## src/rtl/exp3_condiciona_entradas.sv

```systemverilog
// -----------------------------------------------------------------------------
// exp3_condiciona_entradas
//
// Input-conditioning stage in front of the Exp3 datapath/control pair.
// Raw board signals are brought into the clock domain through 2-FF
// synchronizers and then debounced:
//   - the push-button goes through a 4-state hysteresis FSM that emits a
//     single-cycle start pulse per accepted press;
//   - the 4 switches are qualified as a whole vector and delivered as a
//     stable value, with a one-cycle pulse whenever that value changes.
//
// Ports
//   clock               in   system clock, everything on the rising edge
//   reset               in   synchronous, active-high, clears all state
//   iniciar_bruto       in   raw push-button (asynchronous, bouncing)
//   chaves_brutas[3:0]  in   raw switches (asynchronous, bouncing)
//   iniciar_pulso       out  one-cycle pulse per accepted button press
//   chaves_estaveis[3:0]out  last debounced switch vector
//   chaves_validas      out  a first switch vector has been qualified
//   chaves_mudou        out  one-cycle pulse when chaves_estaveis changes
//   db_iniciar_filtrado out  debounced button level
//   db_estado[3:0]      out  button FSM state code (for a hexa7seg display)
// -----------------------------------------------------------------------------
module exp3_condiciona_entradas #(
  parameter int DEBOUNCE_CICLOS = 500000,
  parameter int CONT_W          = 20
) (
  input  logic       clock,
  input  logic       reset,
  input  logic       iniciar_bruto,
  input  logic [3:0] chaves_brutas,
  output logic       iniciar_pulso,
  output logic [3:0] chaves_estaveis,
  output logic       chaves_validas,
  output logic       chaves_mudou,
  output logic       db_iniciar_filtrado,
  output logic [3:0] db_estado
);

  localparam logic [CONT_W-1:0] LP_ULTIMO = CONT_W'(DEBOUNCE_CICLOS - 1);
  localparam logic [CONT_W-1:0] LP_UM     = CONT_W'(1);

  typedef enum logic [3:0] {
    OCIOSO         = 4'd0,
    CONFIRMA_ALTO  = 4'd1,
    ALTO           = 4'd2,
    CONFIRMA_BAIXO = 4'd3
  } estado_t;

  // Counter increment that sticks at the qualification threshold, so a
  // long-stable input never wraps around and re-triggers.
  function automatic logic [CONT_W-1:0] sat_inc(input logic [CONT_W-1:0] v);
    if (v >= LP_ULTIMO) return LP_ULTIMO;
    return v + LP_UM;
  endfunction

  // --- stage p0/p1: two-flop synchronizers --------------------------------
  logic       r_ini_sync_p0, r_ini_sync_p1;
  logic [3:0] r_chv_sync_p0, r_chv_sync_p1;

  always_ff @(posedge clock) begin
    if (reset) begin
      r_ini_sync_p0 <= 1'b0;
      r_ini_sync_p1 <= 1'b0;
      r_chv_sync_p0 <= 4'h0;
      r_chv_sync_p1 <= 4'h0;
    end else begin
      r_ini_sync_p0 <= iniciar_bruto;
      r_ini_sync_p1 <= r_ini_sync_p0;
      r_chv_sync_p0 <= chaves_brutas;
      r_chv_sync_p1 <= r_chv_sync_p0;
    end
  end

  logic       w_ini_sync;
  logic [3:0] w_chv_sync;
  assign w_ini_sync = r_ini_sync_p1;
  assign w_chv_sync = r_chv_sync_p1;

  // --- stage p2: button debounce FSM --------------------------------------
  estado_t           r_estado, w_prox_estado;
  logic [CONT_W-1:0] r_cnt_b, w_prox_cnt_b;
  logic              w_pulso;
  logic              r_pulso;
  logic              r_filtrado;

  always_comb begin
    w_prox_estado = r_estado;
    w_prox_cnt_b  = r_cnt_b;
    w_pulso       = 1'b0;
    case (r_estado)
      OCIOSO: begin
        if (w_ini_sync) begin
          w_prox_estado = CONFIRMA_ALTO;
          w_prox_cnt_b  = LP_UM;
        end else begin
          w_prox_cnt_b  = '0;
        end
      end
      CONFIRMA_ALTO: begin
        if (!w_ini_sync) begin
          // glitch: drop back without a pulse
          w_prox_estado = OCIOSO;
          w_prox_cnt_b  = '0;
        end else if (r_cnt_b == LP_ULTIMO) begin
          w_prox_estado = ALTO;
          w_prox_cnt_b  = '0;
          w_pulso       = 1'b1;
        end else begin
          w_prox_cnt_b  = r_cnt_b + LP_UM;
        end
      end
      ALTO: begin
        if (!w_ini_sync) begin
          w_prox_estado = CONFIRMA_BAIXO;
          w_prox_cnt_b  = LP_UM;
        end else begin
          w_prox_cnt_b  = '0;
        end
      end
      CONFIRMA_BAIXO: begin
        if (w_ini_sync) begin
          w_prox_estado = ALTO;
          w_prox_cnt_b  = '0;
        end else if (r_cnt_b == LP_ULTIMO) begin
          w_prox_estado = OCIOSO;
          w_prox_cnt_b  = '0;
        end else begin
          w_prox_cnt_b  = r_cnt_b + LP_UM;
        end
      end
      default: begin
        // unreachable codes recover to idle
        w_prox_estado = OCIOSO;
        w_prox_cnt_b  = '0;
      end
    endcase
  end

  always_ff @(posedge clock) begin
    if (reset) begin
      r_estado   <= OCIOSO;
      r_cnt_b    <= '0;
      r_pulso    <= 1'b0;
      r_filtrado <= 1'b0;
    end else begin
      r_estado   <= w_prox_estado;
      r_cnt_b    <= w_prox_cnt_b;
      r_pulso    <= w_pulso;
      // filtered level follows the next state so it is registered, not decoded
      r_filtrado <= (w_prox_estado == ALTO) || (w_prox_estado == CONFIRMA_BAIXO);
    end
  end

  // --- stage p2: switch vector debouncer ----------------------------------
  logic [3:0]        r_cand;
  logic [CONT_W-1:0] r_cnt_c;
  logic [3:0]        r_estaveis;
  logic              r_validas;
  logic              r_mudou;

  always_ff @(posedge clock) begin
    if (reset) begin
      r_cand     <= 4'h0;
      r_cnt_c    <= '0;
      r_estaveis <= 4'h0;
      r_validas  <= 1'b0;
      r_mudou    <= 1'b0;
    end else begin
      r_mudou <= 1'b0;
      if (w_chv_sync != r_cand) begin
        // any bit moving restarts qualification of the whole vector
        r_cand  <= w_chv_sync;
        r_cnt_c <= '0;
      end else begin
        r_cnt_c <= sat_inc(r_cnt_c);
        if (r_cnt_c == LP_ULTIMO) begin
          if (!r_validas) begin
            // first qualification after reset is silent
            r_estaveis <= r_cand;
            r_validas  <= 1'b1;
          end else if (r_cand != r_estaveis) begin
            r_estaveis <= r_cand;
            r_mudou    <= 1'b1;
          end
        end
      end
    end
  end

  assign iniciar_pulso       = r_pulso;
  assign db_iniciar_filtrado = r_filtrado;
  assign db_estado           = r_estado;
  assign chaves_estaveis     = r_estaveis;
  assign chaves_validas      = r_validas;
  assign chaves_mudou        = r_mudou;

endmodule

```

## config.mk

```make
export PLATFORM = sky130hd
export DESIGN_NAME = exp3_condiciona_entradas
export DESIGN_NICKNAME = d
export VERILOG_FILES = /design/src/rtl/exp3_condiciona_entradas.sv
export SDC_FILE = /design/constraint.sdc
export NUM_CORES = 1
export LEC_CHECK = 0
export CAP_MARGIN = 20
export CORE_MARGIN = 2
export CORE_UTILIZATION = 60
export DETAILED_ROUTE_END_ITERATION = 10
export PLACE_DENSITY_LB_ADDON = 0.1
export SLEW_MARGIN = 20
export SYNTH_ARGS = -nofsm -noshare
export SYNTH_HDL_FRONTEND = slang
export SYNTH_SLANG_ARGS = --single-unit
export TNS_END_PERCENT = 50
```

## constraint.sdc

```tcl
create_clock -name clock -period 5.8 [get_ports clock]
set_input_delay 1.16 -clock clock [delete_from_list [all_inputs] [get_ports clock]]
set_output_delay 1.16 -clock clock [all_outputs]
set_load 0.1 [all_outputs]
```

; After elaboration in Yosys (flattened, before gate mapping)
; Cells that the tools add are included.
[classes]
eq_ne = 10
n_addsub = 2
mux = 22
n_reduce_logical = 7
bitwise_logic = 5
n_lt_le_gt_ge = 1
[op_table]
columns = operator, count
row1 = 2-to-1 mux 20 bit, 5
row2 = case mux 20 bit (4 select lines), 1
row3 = adder 20 x 1 -> 20 bit (second input constant), 2
row4 = == test 20 x 19 -> 1 bit (second input constant), 2
row5 = 2-to-1 mux 4 bit, 8
row6 = greater-or-equal comparator 20 x 19 -> 1 bit (second input constant), 1
row7 = == test 4 x 2 -> 1 bit (second input constant), 4
row8 = case mux 4 bit (4 select lines), 1
row9 = inequality test 4 bit, 2
row10 = 2-to-1 mux 1 bit, 7
row11 = NOT 1 bit, 5
row12 = == test 4 x 1 -> 1 bit (second input constant), 1
row13 = zero test 4 bit, 1
row14 = OR reduction 4 bit, 1
row15 = AND reduction 3 bit, 1
row16 = OR reduction 3 bit, 1
row17 = inequality test 2 x 1 -> 1 bit (second input constant), 1
row18 = AND reduction 2 bit, 1
row19 = OR reduction 2 bit, 1
row20 = logical OR 1 bit, 1
[totals]
out_inout_bits = 12
ff_bits = 66
word_cells = 60
inputBits = 7

; Logic depth before layout (Yosys ltp)
[depth]
word_depth = 6
ltp_mapped = 7
ltp_nobuf = 5

; Worst setup path after synthesis
; OpenSTA, ideal clock, no wires.
[synth_timing]
kind = input to register
start = input port reset
end = register r_cnt_b[0]
t_arrival_ns = 2.192
stages = 5
slack_ns = 3.521
n_path_buf = 1
setup_time_ns = 0.087
required_ns = 5.713
cell_sequence = or3_1 > nor2_1 > nand2_1 > clkbuf_1 > o31ai_1
[synth_rtl]
columns = item, line_no
row1 = start: declaration, 29  ; input logic reset,
row2 = end signal: assignment, 148  ; r_cnt_b <= w_prox_cnt_b;
row3 = end: declaration, 82  ; logic [CONT_W-1:0] r_cnt_b, w_prox_cnt_b;

==> results.md <==
* WL/cell at 14.7 um
* Commonest non-fill, non-tap cell in the layout: dfxtp_1
* Post-route ant nets at 0
* Design area at 3260 um2
* Pwr/cell area at 270 nW/um2
* Status: complete, no violations
* Crit path max fanout at 21
* Async set-reset flop share out of synthesis at 0%
* Die area at 5330 um2
* Post-CTS Hold Fix Bufs at 0
* Critical R2R Capture: r_cnt_b[5]
* Skew final at 0.00872 ns
* Post-synthesis cell type count at 42
* Syn Inst Count at 300
* Clk_lat worst skew at 0.35 ns
* Min Hold Slack at 0.437 ns
* First-pass GRT wire length at 8.98 mm
* WHS Endpoint: r_chv_sync_p1[3]
* WP data arrival at 3.40 ns
* Ys flop type: dfxtp_1
* Drt pass-1 iters at 4
* Synthesized area per cell at 9.53 um2
* Synth warn at 0
* Largest net degree at the start of global routing at 22
* Setup TNS at 0 ns
* Core footprint at 4660 um2
* Syn Std Cell Area at 2860 um2
* Slowest stage delay, CP at 0.75 ns
* Hold wc startpoint: r_chv_sync_p0[3]
* DRC at 0
* Place WS at 2.25 ns
* Least-Margin Pin Slew at 1.10 ns
* Crit path kind: input pin to register
* Reg2Reg Depth at 5
* Static Leak at 1.02 nW
* Crit start category: input pin
* Crit end category: register
* Initial core utilization at 61.3%
* Cts bufs inserted at 9
* Worst slew margin at 26.4%
* CTS tree: done
* MaxCap Viol Count at 0
* Synth Register Bits at 66
* Worst Hold Depth at 1
* Top Layer Used: met4
* Grt ovf at 0
* Gpl congestion at 0.784
* I/O pin total at 19
* Metal-1 WL at 2.53 mm
* Met2 WL post-DR at 2.72 mm
* Placed Cells at 363
* # H-tree levels at 3
* DR vias at 2332
* Vias per cell at 6.17
* Critical path required time at 6.06 ns
* Max Fclk at 318 MHz
* Worst vdd ir at 0.184 mV
* Worst path cell trace: clkdlybuf4s50_1 > or3_1 > nor2_1 > nand2_1 > o31ai_1
* Area Growth Syn to Fin at 14.2%
* Fin crit share at 54.2%
* Reg2Reg Setup Slack at 3.31 ns
* HPWL after detailed placement at 3.71 mm
* Worst hold-check path type: register to register
* RSZ-0062 raised after global routing: false
* Num Clock Sinks at 66
* DRT Wirelength at 5.57 mm
* Chip width at 73.0 um
* Share of layout cells above drive strength 1 at 8.64%
* Clock-pin slew on the worst setup and hold paths at 0.07 ns
* Vias in the first global route at 2016
* Worst r2r src: r_cnt_b[7]
* Register area share after synthesis at 46.2%
* Port Buffers at 18
* Gr usage total at 22.2%
* Number of synthesized flops with an enable pin at 0
* Slowest-stage cell, CP: clkdlybuf4s50_1
* Row count at 25
* CTS resizes at 0
* Final WS setup at 2.66 ns
* Fin. Hold Viols at 0
* Met3 WL at 199 um
* Most frequent cells in the layout: dfxtp_1 (66), clkdlybuf4s50_1 (18), nor3_1 (15), nand4_1 (15)
* Placed Area at 3080 um2
* Final setup violation count at 0
* Min cycle time layout at 3.14 ns
* Clock root cell: clkbuf_8
* Die height at 73.0 um
* Initial antenna violation count at 0
* Max Buffers Root-to-Sink at 2
* Pins Over Slew Limit at 0
* Final #Nets at 329
* Post-CTS Setup Bufs at 0
* DRT iter0 DRCs at 75
* ANT cells at 0
* Post-route insts no fill at 378
[sequential cells by signal, indices dropped and copies added, names as in the netlist, 4 cells and up]
register         cells
r_cnt_c             20
r_cand               4
chaves_estaveis      4
r_chv_sync_p1        4
r_chv_sync_p0        4
r_cnt_b             20
db_estado            4
[cell families (layout without fill, tap and decap cells)]
family                   count (synthesis)  after routing  synth area share [%]
buffers and inverters                   21             43                  2.89
XOR/XNOR                                27             27                  8.28
AND/OR/NAND/NOR                        126            126                  27.4
flip-flops                              66             66                  46.2
other                                    1              3                 0.131
AO/OA/AOI/OAI                           57             57                  14.2
adder cells (fa/ha/maj)                  2              2                 0.876
[power by group]
group,internal [W],switching [W]
Combinational,0.0000174,0.0000243
Clock,0.000193,0.000174
Sequential,0.000465,0.00000907
Total,0.000676,0.000207
[area by class of cell]
type	count	area [um2]
Inverter	8	30.0
Clock buffer	9	124
Clock inverter	6	58.8
Multi-Input combinational cell	215	1470
Timing Repair Buffer	20	195
Tap cell	54	67.6
Fill cell	367	1400
Sequential cell	66	1320
[synthesized netlist by cell type, types with 9 or more instances]
| cell | number | share of area, % |
|---|---|---|
| dfxtp_1 | 66 | 46 |
| nand4_1 | 15 | 3.3 |
| nor3_1 | 15 | 2.6 |
| nor2b_1 | 14 | 3.1 |
| o31ai_1 | 14 | 3.7 |
| xnor2_1 | 14 | 4.3 |
| xor2_1 | 13 | 4.0 |
| nand2_1 | 12 | 1.6 |
| nand3_1 | 11 | 1.9 |
| or3_1 | 11 | 2.4 |
| a31oi_1 | 10 | 2.2 |
| clkbuf_1 | 10 | 1.3 |
| nor4_1 | 9 | 2.0 |
[through the flow]
stage          utilization (%)  power [W]
2_1_floorplan                -   0.000514
3_3_place_gp              66.1   0.000524
3_5_place_dp              66.1   0.000526
4_1_cts                   70.0   0.000891
5_1_grt                   70.0   0.000914
6_report                  70.0   0.000883
[routing by layer]
metal | vias up | global-route usage (%)
met4 | 0 | 9.88
li1 | 1194 | -
met5 | - | 0
met3 | 14 | 7.87
met1 | 1091 | 26.3
met2 | 33 | 36.1
[how the worst max path moves through the flow]
stage                     start           to  slack (ns)  cells past startpoint
after global placement    reset   r_cnt_b[0]        2.31                      5
after CTS                 reset   r_cnt_b[0]        2.62                      5
after global routing      reset  r_cnt_b[13]        2.44                      5
after detailed placement  reset   r_cnt_b[0]        2.25                      5
after floorplan           reset   r_cnt_b[0]        3.52                      5
final                     reset   r_cnt_b[0]        2.66                      5
[worst max-delay path, delay by kind of cell]
kind            cells  cell delay, ns
buf+inv             1            0.75
simple gates        3            1.12
compound gates      1            0.36
Note: power is estimated with default switching activity, not from simulation.
